--- src/rtl/jk_encoder_if.sv ---
// jk_encoder_if: packet request, payload pull and line-state signals of the USB full-speed J/K encoder.
// Revision 1.0
`default_nettype none

interface jk_encoder_if;
  logic tx_start;
  logic bit_in;
  logic bit_last;
  logic bit_ready;
  logic dp_out;
  logic dn_out;
  logic oe;
  logic tx_busy;
  logic tx_done;

  modport master (
    output tx_start, bit_in, bit_last,
    input  bit_ready, dp_out, dn_out, oe, tx_busy, tx_done
  );

  modport slave (
    input  tx_start, bit_in, bit_last,
    output bit_ready, dp_out, dn_out, oe, tx_busy, tx_done
  );
endinterface

`default_nettype wire

--- src/rtl/jk_encoder.sv ---
// jk_encoder: USB full-speed transmit encoder (SYNC, NRZI, bit stuffing, EOP) at 12 Mb/s from a 48 MHz clock.
// Revision 1.0
`default_nettype none

module jk_encoder (
  input  wire logic       clk48,
  input  wire logic       reset,
  jk_encoder_if.slave     bus
);

  typedef enum logic [2:0] {
    IDLE    = 3'd0,
    SYNC    = 3'd1,
    PAYLOAD = 3'd2,
    STUFF   = 3'd3,
    EOP_SE0 = 3'd4,
    EOP_J   = 3'd5
  } state_t;

  state_t     state;
  logic [1:0] phase;
  logic [2:0] ones;
  logic [2:0] cnt;
  logic       line;
  logic       last;

  logic in_slot;
  logic sync_more;
  logic stuff_next;
  logic advance;
  logic pull;
  logic data;
  logic line_n;

  // Decisions for the slot boundary; all inputs are stable through phases 2 and 3.
  always_comb begin
    in_slot    = (state == SYNC) || (state == PAYLOAD) || (state == STUFF);
    sync_more  = (state == SYNC) && (cnt != 3'd7);
    stuff_next = (ones == 3'd6);
    advance    = sync_more || stuff_next || !last;
    pull       = in_slot && !sync_more && !stuff_next && !last;
    data       = sync_more ? (cnt == 3'd6) : (stuff_next ? 1'b0 : bus.bit_in);
    line_n     = data ? line : ~line;
  end

  always_ff @(posedge clk48) begin
    bus.tx_done   <= 1'b0;
    bus.bit_ready <= 1'b0;
    if (reset) begin
      state      <= IDLE;
      phase      <= 2'd0;
      ones       <= 3'd0;
      cnt        <= 3'd0;
      line       <= 1'b1;
      last       <= 1'b0;
      bus.dp_out <= 1'b1;
      bus.dn_out <= 1'b0;
      bus.oe     <= 1'b0;
      bus.tx_busy <= 1'b0;
    end else begin
      case (state)
        IDLE: begin
          phase <= 2'd0;
          if (bus.tx_start) begin
            // First SYNC bit is a data 0, so the line toggles from J to K immediately.
            state       <= SYNC;
            cnt         <= 3'd0;
            ones        <= 3'd0;
            last        <= 1'b0;
            line        <= 1'b0;
            bus.dp_out  <= 1'b0;
            bus.dn_out  <= 1'b1;
            bus.oe      <= 1'b1;
            bus.tx_busy <= 1'b1;
          end
        end

        SYNC, PAYLOAD, STUFF: begin
          phase <= phase + 2'd1;
          if (phase == 2'd2 && pull)
            bus.bit_ready <= 1'b1;
          if (phase == 2'd3) begin
            if (advance) begin
              line       <= line_n;
              bus.dp_out <= line_n;
              bus.dn_out <= ~line_n;
              ones       <= data ? ones + 3'd1 : 3'd0;
              if (sync_more)
                cnt <= cnt + 3'd1;
              else if (stuff_next)
                state <= STUFF;
              else begin
                state <= PAYLOAD;
                last  <= bus.bit_last;
              end
            end else begin
              state      <= EOP_SE0;
              cnt        <= 3'd0;
              bus.dp_out <= 1'b0;
              bus.dn_out <= 1'b0;
            end
          end
        end

        EOP_SE0: begin
          phase <= phase + 2'd1;
          if (phase == 2'd3) begin
            if (cnt == 3'd1) begin
              state      <= EOP_J;
              bus.dp_out <= 1'b1;
              bus.dn_out <= 1'b0;
            end else begin
              cnt <= cnt + 3'd1;
            end
          end
        end

        EOP_J: begin
          phase <= phase + 2'd1;
          if (phase == 2'd3) begin
            state       <= IDLE;
            ones        <= 3'd0;
            last        <= 1'b0;
            line        <= 1'b1;
            bus.oe      <= 1'b0;
            bus.tx_busy <= 1'b0;
            bus.tx_done <= 1'b1;
          end
        end

        default: begin
          state <= IDLE;
          phase <= 2'd0;
        end
      endcase
    end
  end

endmodule

`default_nettype wire

--- src/flat_wrapper.sv ---
// flat-port wrapper written by rule: the top's interface ports become plain ports
module jk_encoder_flat 
  (clk48, reset, bus_tx_start, bus_bit_in, bus_bit_last, bus_bit_ready, bus_dp_out, bus_dn_out, bus_oe, bus_tx_busy, bus_tx_done);
  jk_encoder_if bus_i ();
  input  wire logic clk48;
  input  wire logic reset;
  input wire logic [$bits(bus_i.tx_start)-1:0] bus_tx_start;
  input wire logic [$bits(bus_i.bit_in)-1:0] bus_bit_in;
  input wire logic [$bits(bus_i.bit_last)-1:0] bus_bit_last;
  output wire logic [$bits(bus_i.bit_ready)-1:0] bus_bit_ready;
  output wire logic [$bits(bus_i.dp_out)-1:0] bus_dp_out;
  output wire logic [$bits(bus_i.dn_out)-1:0] bus_dn_out;
  output wire logic [$bits(bus_i.oe)-1:0] bus_oe;
  output wire logic [$bits(bus_i.tx_busy)-1:0] bus_tx_busy;
  output wire logic [$bits(bus_i.tx_done)-1:0] bus_tx_done;
  assign bus_i.tx_start = bus_tx_start;
  assign bus_i.bit_in = bus_bit_in;
  assign bus_i.bit_last = bus_bit_last;
  assign bus_bit_ready = bus_i.bit_ready;
  assign bus_dp_out = bus_i.dp_out;
  assign bus_dn_out = bus_i.dn_out;
  assign bus_oe = bus_i.oe;
  assign bus_tx_busy = bus_i.tx_busy;
  assign bus_tx_done = bus_i.tx_done;
  jk_encoder u_core (.clk48(clk48), .reset(reset), .bus(bus_i));
endmodule
--- config.mk ---
export PLATFORM = sky130hd
export DESIGN_NAME = jk_encoder_flat
export DESIGN_NICKNAME = d
export VERILOG_FILES = /design/src/rtl/jk_encoder_if.sv /design/src/rtl/jk_encoder.sv /design/src/flat_wrapper.sv
export SDC_FILE = /design/constraint.sdc
export NUM_CORES = 1
export LEC_CHECK = 0
export CAP_MARGIN = 10
export CORE_MARGIN = 2
export CORE_UTILIZATION = 50
export CTS_CLUSTER_SIZE = 30
export DETAILED_ROUTE_END_ITERATION = 6
export PLACE_DENSITY = 0.79
export REMOVE_ABC_BUFFERS = 1
export SYNTH_ARGS = -nofsm -noshare
export SYNTH_HDL_FRONTEND = slang
export SYNTH_SLANG_ARGS = --single-unit
--- constraint.sdc ---
create_clock -name clk48 -period 2.4 [get_ports clk48]
set_clock_uncertainty 0.1 [all_clocks]
set_input_delay 0.36 -clock clk48 [delete_from_list [all_inputs] [get_ports clk48]]
set_output_delay 0.36 -clock clk48 [all_outputs]
set_load 0.02 [all_outputs]
==> run summary <==
The flow ran to the end, and the final reports show no timing, DRC or antenna violations. By area, the combinational part of the netlist is dominated by simple AND/OR/NAND/NOR gates. Number of endpoints with negative hold slack in the final report: 0. The static leakage power was 0.000547 uW; the number of buffers inserted by port buffering was 10.

The via count of the first global-routing pass was 1,044; the area share of fa/ha/maj cells after synthesis was 8.38%. The basic-gate share of the synthesized area counting and, or, nand and nor cells was 25.5%; the total of endpoints with negative setup slack in the final report was 0. VDD sags by at most 0.487 mV.

In the routed design, unresolved DRC markers number 0. The async set-or-reset flop fraction in the synthesized netlist works out to 0%. For the pin with the worst max-slew slack, the measured transition is 0.512 ns. Number of top-level design ports: 11. Registers take 360 um2.

The vias per cell came out at 6.17. STA classifies the critical path endpoint as a flop. The routed design has 2.84 mm of wire. The combinational group share of total power is 52.3%, and the power per unit of standard cell area is 904 nW/um2. The portion of total power attributed to sequential cells was 32.2%.

The initial antenna violation count was 0; the overall die width was 52.9 um. The logs give 2230 um2 for the placeable core area and 0 for the hold buffer count at CTS. The startpoint identified for the worst register-to-register timing path is u_core.cnt[0]. Measured on the finished design, the core utilization comes to 62.6%.

The post-synthesis mux area share is 6.60%, and the critical path arrival is 2.43 ns. In the synthesized netlist, the number of instances is 142. Tracing the worst setup path back leads to its startpoint at u_core.cnt[0].

In the final timing run, aggregate negative setup slack is 0 ns. For the later-pin clock latency in the skew report, the log shows 0.31 ns. Cells with a size suffix above 1 make up 15.3% of the layout. Ranked by total cell area, the synthesized netlist is headed by dfxtp_1 (30%), ha_1 (8.4%), mux2i_1 (4.2%). By count the netlist is led by dfxtp_1 (18), nor2_1 (13), nand2_1 (9). Dividing the final minimum period by the clock period gives 96.8%.

For this block, the initial DRC count from the detailed router was 40. The detail route stage leaves a number of antenna-violating nets equal to 0. Buffers inserted during clock tree synthesis total 3. The level count of the clock H-tree was 1. Setup repair after global routing left no endpoint under its margin.

The number of fill cells was 175; the share of total power in the clock network was 15.5%. STA puts the critical path data required time at 2.51 ns. In the final routed layout, each cell accounts on average for 15.3 um. The vertical die dimension was 52.9 um; the minimum clock period was 2.32 ns. The library cell with the largest summed area after synthesis was dfxtp_1. The antenna diode count was 0; the count of distinct cell types in the synthesized netlist was 51. Detailed placement finished with a half-perimeter wire length of 2.09 mm.

The clock drives 18 sinks. The combined area of the multi-input logic cells came out at 762 um2. For this run, the post-layout net count is 171. The setup path with the least slack is of type flop to flop.

In this run the worst path has a maximum fanout of 5. The number of synthesized register bits was 18; the net switching fraction of the power was 40.8%. The tools report the pin count of the biggest net entering global routing as 17. The initial utilization of the core area, before any placement, comes to 53.5%. After clock tree synthesis, the clock-pin slew on the worst setup and hold paths is 0.11 ns. The synthesized design devotes to its leading area cell type 30.2% of total area.

A synthesized cell averages 8.41 um2. The floorplan die area is 2800 um2. The library cell used as clock root buffer was clkbuf_4. The cell internal power dissipation was 748 uW. Library cell with the highest instance count after synthesis: dfxtp_1.

The first detailed-routing pass ran for 4 iterations. Compared with the post-synthesis result, the final layout area differs by 17.1%. The number of synthesized flops with an enable pin works out to 0.

For this run, the number of Yosys warnings is 0. The switching component of the power came out at 516 uW. The summed instance area of the synthesized netlist is 1190 um2. For this run, the total global-route usage over all layers was measured as 24.3%.

After Yosys synthesis, XOR and XNOR cells account for 0% of the synthesized area. The first global-routing pass estimated 4.99 mm of wire. TritonCTS built the clock tree.

The floorplan has 17 rows. The worst setup path is launched from a flop. The run gives 2 as the buffer levels on the longest clock path.

In this run the worst hold path is classified as flop to flop. Summed over all layers, the global routing overflow is 0. The routed layout has 1,142 vias.

The share of the Yosys chip area taken by registers is 30.2%. Final count of pins violating max slew: 0. Leading register cell type out of synthesis: dfxtp_1. The reported max-cap violation count is 0.

The area fraction in compound gates after synthesis works out to 22.6%. Routability-driven placement finished with a final weighted congestion of 0.879. The worst hold path begins at u_core.phase[0]. The achievable clock frequency is 430 MHz, and the worst slew margin relative to its limit is 65.6%.
[what timing repair did]
item / 4_1_cts / 5_1_grt
hold endpoints to repair: 0 / 0
buffers inserted: 0 / 0
endpoints found under the setup margin: 0 / 1
resized for setup: 0 / 1
[layer usage]
layer / share of wire [%] / up-vias / routed length [um] / track usage [%]
met5: 0 / - / 0 / 0
met4: 1.6 / 0 / 46 / 9.83
met3: 6.5 / 7 / 184 / 6.50
met2: 48 / 34 / 1350 / 38.3
met1: 44 / 543 / 1260 / 31.3
li1: - / 558 / - / -
[power groups by stage]
| stage | combinational, uW | clock [uW] | sequential (uW) |
|---|---|---|---|
| after floorplan | 386 | 0 | 447 |
| after global placement | 634 | 0 | 409 |
| after global routing | 730 | 209 | 415 |
| after detailed placement | 646 | 0 | 412 |
| after CTS | 651 | 200 | 406 |
| final | 660 | 196 | 407 |
[logic make-up (layout without fill, tap and decap cells)]
family | after synthesis | count (layout)
buffers and inverters | 16 | 31
flip-flops | 18 | 18
AO/OA/AOI/OAI | 39 | 39
multiplexers | 7 | 7
AND/OR/NAND/NOR | 54 | 54
adder cells (fa/ha/maj) | 8 | 8
[path summary, 6_finish.rpt]
path | end | cells after the start | slack, ns
max | u_core.bus.dn_out | 6 | 0.08
min | u_core.phase[0] | 1 | 0.37
max reg2reg | u_core.bus.dn_out | 6 | 0.08
min reg2reg | u_core.phase[0] | 1 | 0.37
[state kept, by name (all words and copies together) (netlist names)]
register / cells
u_core.cnt: 3
u_core.ones: 3
u_core.state: 3
u_core.phase: 2
u_core.bus.bit_ready: 1
u_core.bus.dn_out: 1
u_core.bus.dp_out: 1
u_core.bus.oe: 1
u_core.bus.tx_done: 1
u_core.last: 1
u_core.line: 1
[final cells by class]
type	count	area share [%]
Inverter	6	1.61
Sequential cell	18	25.8
Tap cell	28	2.50
Clock buffer	4	2.59
Timing Repair Buffer	21	13.1
Multi-Input combinational cell	108	54.5
[through the flow]
stage / std cells / power (uW) / area, um2 / hold WS, ns / setup slack (ns)
6_report: 185 / 1260 / 1400 / 0.372 / 0.0757
5_1_grt: 185 / 1350 / 1400 / 0.399 / 0.00709
4_1_cts: 185 / 1260 / 1390 / 0.386 / 0.0904
3_5_place_dp: 181 / 1060 / 1360 / 0.369 / 0.102
3_3_place_gp: 181 / 1040 / 1360 / 0.326 / 0.172
2_1_floorplan: 132 / 833 / 1140 / 0.317 / 0.170
[worst max-delay path, stage by stage, from the launching register on]
cell and delay, ns:
dfxtp_1 0.36, ha_1 0.21, ha_1 0.23, or4b_4 0.55, mux2i_2 0.18, or3_1 0.37
a31o_1 0.22
[cell usage in the layout (no fill, tap or decap), types with 2 or more instances in the layout]
master	netlist	routed
o21ai_0	8	8
clkbuf_4	0	3
nor2_1	13	13
buf_4	1	11
nor3b_1	4	4
dfxtp_1	18	18
nor3_1	4	4
nand3_1	5	5
and3_1	2	2
ha_1	8	8
clkdlybuf4s50_1	0	10
inv_1	6	6
nand4_1	3	3
mux2i_1	5	5
nand2_1	9	9
o211ai_1	4	4
a311oi_1	2	2
a21oi_1	7	7
a211oi_1	3	3
o21bai_1	2	2
(Power assumes the default switching activity.)
